[config.mk]
export PLATFORM = sky130hd
export DESIGN_NAME = alu_issue_arbiter
export DESIGN_NICKNAME = d
export VERILOG_FILES = /design/src/rtl/alu_issue_arbiter.sv
export SDC_FILE = /design/constraint.sdc
export NUM_CORES = 1
export LEC_CHECK = 0
export ABC_AREA = 1
export ABC_CLOCK_PERIOD_IN_PS = 4900
export CORE_AREA = 2 2 324 326
export DETAILED_ROUTE_END_ITERATION = 8
export DIE_AREA = 0 0 326 328
export GPL_ROUTABILITY_DRIVEN = 0
export MAX_ROUTING_LAYER = met4
export SLEW_MARGIN = 10
export SYNTH_ARGS = -nofsm -noshare
export SYNTH_HDL_FRONTEND = slang
export SYNTH_SLANG_ARGS = --single-unit
[constraint.sdc]
create_clock -name clk -period 4.9 [get_ports clk]
set_input_delay 0.98 -clock clk [delete_from_list [all_inputs] [get_ports clk]]
set_output_delay 0.98 -clock clk [all_outputs]
set_load 0.02 [all_outputs]
[src/rtl/alu_issue_arbiter.sv]
// rtl/alu_issue_arbiter.sv - round-robin issue of NUM_REQ requesters onto one shared ALU with a registered CDB slot
module alu_issue_arbiter #(
    parameter int NUM_REQ = 4,
    parameter int TAG_W   = 6
) (
    input  logic                           clk,
    input  logic                           reset_n,
    input  logic [NUM_REQ-1:0]             req_valid,
    input  logic [NUM_REQ-1:0][63:0]       req_a,
    input  logic [NUM_REQ-1:0][63:0]       req_b,
    input  logic [NUM_REQ-1:0][2:0]        req_op,
    input  logic [NUM_REQ-1:0][TAG_W-1:0]  req_tag,
    output logic [NUM_REQ-1:0]             req_ready,
    output logic [63:0]                    alu_a,
    output logic [63:0]                    alu_b,
    output logic [2:0]                     alu_cntrl,
    input  logic [63:0]                    alu_result,
    input  logic                           alu_negative,
    input  logic                           alu_zero,
    input  logic                           alu_overflow,
    input  logic                           alu_carry_out,
    input  logic                           flush,
    output logic                           cdb_valid,
    input  logic                           cdb_ready,
    output logic [TAG_W-1:0]               cdb_tag,
    output logic [63:0]                    cdb_result,
    output logic [3:0]                     cdb_flags,
    output logic                           cdb_illegal
);

    localparam int PTR_W = (NUM_REQ > 1) ? $clog2(NUM_REQ) : 1;

    typedef enum logic {EMPTY = 1'b0, FULL = 1'b1} state_t;

    state_t            state;
    logic [PTR_W-1:0]  rr_ptr;
    logic [PTR_W-1:0]  grant_idx;
    logic [PTR_W-1:0]  scan_idx;
    logic [PTR_W:0]    scan_sum;
    logic [PTR_W-1:0]  next_ptr;
    logic              found;
    logic              can_issue;
    logic [2:0]        sel_op;
    logic              sel_illegal;

    // reset_n also gates issue so nothing is granted while the core is held in reset
    assign can_issue = reset_n && !flush && ((state == EMPTY) || cdb_ready);

    always_comb begin
        found     = 1'b0;
        grant_idx = '0;
        scan_sum  = '0;
        scan_idx  = '0;
        for (int i = 0; i < NUM_REQ; i++) begin
            scan_sum = {1'b0, rr_ptr} + (PTR_W+1)'(i);
            if (scan_sum >= (PTR_W+1)'(NUM_REQ))
                scan_sum = scan_sum - (PTR_W+1)'(NUM_REQ);
            scan_idx = scan_sum[PTR_W-1:0];
            if (!found && can_issue && req_valid[scan_idx]) begin
                found     = 1'b1;
                grant_idx = scan_idx;
            end
        end
    end

    always_comb begin
        req_ready = '0;
        if (found)
            req_ready[grant_idx] = 1'b1;
    end

    assign sel_op      = req_op[grant_idx];
    assign sel_illegal = (sel_op == 3'b001) || (sel_op == 3'b111);
    assign next_ptr    = (grant_idx == PTR_W'(NUM_REQ - 1)) ? '0 : grant_idx + PTR_W'(1);

    // illegal opcodes run as PASS_B so the broadcast result is simply operand B
    always_comb begin
        alu_a     = '0;
        alu_b     = '0;
        alu_cntrl = 3'b000;
        if (found) begin
            alu_a     = req_a[grant_idx];
            alu_b     = req_b[grant_idx];
            alu_cntrl = sel_illegal ? 3'b000 : sel_op;
        end
    end

    always_ff @(posedge clk or negedge reset_n) begin
        if (!reset_n) begin
            state       <= EMPTY;
            rr_ptr      <= '0;
            cdb_tag     <= '0;
            cdb_result  <= '0;
            cdb_flags   <= '0;
            cdb_illegal <= 1'b0;
        end else if (flush) begin
            state <= EMPTY;
        end else if (found) begin
            state       <= FULL;
            rr_ptr      <= next_ptr;
            cdb_tag     <= req_tag[grant_idx];
            cdb_result  <= alu_result;
            cdb_flags   <= {alu_negative, alu_zero, alu_overflow, alu_carry_out};
            cdb_illegal <= sel_illegal;
        end else if (cdb_ready) begin
            state <= EMPTY;
        end
    end

    assign cdb_valid = (state == FULL);

endmodule

==> summary.txt <==
outcome: finished, final reports clean
vias per cell: 3.61
Worst setup EP type: output pin
worst skew pair latency: 330 ps
worst vdd ir: 0.000237 V
complex-gate fraction of the synthesized area: 37.0%
Final Hold Fails: 0
Synth area leaders: dfrtp_1 24%, o21ai_1 14%, nor2_1 13%, nand2_1 12%, o21bai_1 12%
Routed Antenna Nets: 0
Post-Synthesis Cell Area: 8210 sq um
PortBufs: 834
fill count: 11700
Mapped Cells: 1370
worst slew pin tran: 578 ps
register area: 1950 sq um
initial drt markers: 818
Mapped Nets: 1998
Pre-antenna DRT Iters: 5
clk buf depth: 2
CP bufs+invs: 7
worst path required time: 3920 ps
Rel. slew slack: 61.5%
count of cell types in the netlist: 34
Die X: 326 um
critical-path cell list: clkdlybuf4s50_1, clkinv_1, nand2_2, nor2_4, buf_12, buf_4, nand4_1, nand3_1, nand2_1, nand2_2, nand2_8, buf_16, buf_4, o21ai_1, o21bai_1, a21oi_1, dlygate4sd2_1
initial antenna violation count: 21
Setup CP Type: input pin to output pin
Die Area: 107000 sq um
Seq/Total Area, Yosys: 23.8%
Fin Clk Skew: 5.46 ps
final core occ: 19.1%
Ports: 835
initial cell density of the core: 7.95%
area taken by multi-input logic gates: 5580 sq um
Hold WC Path Type: flip-flop to flip-flop
multiplexer area fraction after synthesis: 0%
pin count of the biggest net entering global routing: 55
Final Max Tran Viols: 0
area leader, netlist: dfrtp_1
DIE HEIGHT: 328 um
vias in the first global route: 13000
total power: 0.0101 W
final setup vio count: 0
clk root buf: clkbuf_16
Core ar.: 103000 sq um
total track usage: 12.2%
RSZ-0062 raised after global routing: yes
first-pass GRT wire length: 91.9 mm
syn_area_per_cell: 5.99 sq um
Worst EP arrival: 3780 ps
DR vias: 13200
hpwl dp: 58.4 mm
Period minus WS final: 4760 ps
layout cell share with drive strength beyond 1: 11.9%
Max Fclk: 0.210 GHz
CTS tree: built
final layout net count: 2892
main combinational cell family by area after synthesis: compound AO/OA/AOI/OAI gates
crit start category: input pin
P per Cell Area: 512 nW/um^2
clk slew on worst S/H paths: 60 ps
Max-Cap Viols: 0
Seq cells post-synth: 78
Post-Synth Adder-Cell Area: 0.610%
largest stage delay on the critical path: 460 ps
number of buffers created by CTS: 9
post-synth top area share: 23.8%
# rows: 118
Warnings, synthesis: 0
H-tree Lvls: 3
fin crit share: 97.2%
CTS sink cnt: 78
Layout area overhead: 140%
DR WL/cell: 19.0 um
CP Max Fanout: 54
Lkg Pwr: 8.26 nW
simple-gate share of the synthesized area: 29.6%
Routed Wire Length: 69.7 mm
R2R Setup Slk: 1970 ps
Top delay family on crit path: buffers and inverters
grt ovf: 0
Synth Area in XOR/XNOR: 0%
DRC Markers: 0
Slowest cell on crit path: clkdlybuf4s50_1
worst reg2reg max path, stage by stage (launching register included):
cell     delay (ps)
dfrtp_1         600
inv_2           220
nand2_1         100
nand2_1         100
nand2_1          90
nand2_2          90
nand4_4         130
nor2_4           60
inv_2            60
buf_4           120
nand3_4          90
inv_6           160
buf_12          240
buf_4           210
buf_4           400
nand2_1         130
nand2_1          80
area by class of cell:
| cell class | count | area share, % |
|---|---|---|
| diodes | 11 | 0.140 |
| clock buffers | 11 | 1.28 |
| clock inverters | 5 | 0.286 |
| inverters | 29 | 0.673 |
| multi-input cells | 1140 | 28.3 |
| flip-flops and latches | 78 | 9.90 |
| well taps | 1380 | 8.76 |
| repair buffers | 1006 | 50.6 |
Yosys cell counts, drive strengths merged:
| master | n |
|---|---|
| nand4 | 4 |
| clkinv | 3 |
| inv | 26 |
| nand3b | 4 |
| ha | 4 |
| o21ai | 277 |
| nand3 | 21 |
| dfrtp | 78 |
| nor2 | 283 |
| a21oi | 129 |
| a31oi | 6 |
| nand2 | 280 |
| buf | 83 |
| and2 | 1 |
| o21bai | 128 |
| nor3 | 2 |
| or2 | 1 |
| clkbuf | 40 |
sequential cells by signal, indices dropped and copies added (netlist names):
register,cells
cdb_result,64
cdb_illegal,1
rr_ptr,2
cdb_tag,6
cdb_flags,4
cdb_valid,1
path summary, 6_finish.rpt:
path	start	endpoint	depth (start not counted)
max in group asynchronous	reset_n	cdb_result[55]	3
worst min register to register	cdb_flags[2]	cdb_flags[2]	2
worst min-delay path	cdb_flags[2]	cdb_flags[2]	2
min in group asynchronous	reset_n	cdb_result[38]	2
worst max register to register	rr_ptr[0]	cdb_flags[0]	16
worst max-delay path	flush	alu_a[37]	17
kinds of logic (layout without fill, tap and decap cells):
logic type | after synthesis | in the layout
AO/OA/AOI/OAI | 540 | 540
adder cells (fa/ha/maj) | 4 | 4
AND/OR/NAND/NOR | 596 | 596
other | 0 | 11
flip-flops | 78 | 78
buffers and inverters | 152 | 1051
metal layers:
metal	part of all wire (%)	vias to the layer above	GRT usage, %
met2	47	728	19.4
met5	0	-	-
met1	41	6029	14.5
li1	-	6384	-
met4	1.8	0	3.08
met3	10	69	4.54
what timing repair did:
action,in CTS,in global routing
gates cloned,1,4
endpoints found under the setup margin,113,46
hold buffers,0,0
pin swaps,0,7
resized for setup,120,46
setup buffers,0,3
layout by cell type, fill, tap and decap left out, types with 20 or more instances in the layout:
master           count
o21ai_1            221
nor2_1             280
dlygate4sd2_1       84
o21ai_0             54
dfrtp_1             78
inv_1               20
o21bai_1           128
buf_12              29
buf_4              155
a21oi_1            117
clkdlybuf4s50_1    699
nand2_1            267
power by group:
group          switching, W  internal (W)  leakage (nW)
clock network      0.000293      0.000424         0.152
logic               0.00460       0.00363          7.14
registers          0.000179      0.000953         0.964
metrics by stage:
step	hold WS [ps]	worst slack [ps]	cell area (sq um)	instances	setup TNS [ps]
2_1_floorplan	582	1190	8210	1370	0
3_3_place_gp	453	-262	19200	3626	-14800
3_5_place_dp	458	-216	19200	3626	-10230
4_1_cts	474	-1.51	19500	3643	-1.51
5_1_grt	494	-20.6	19700	3659	-126
6_report	468	139	19700	3660	0
No activity file was read; power rests on OpenSTA's default activity.
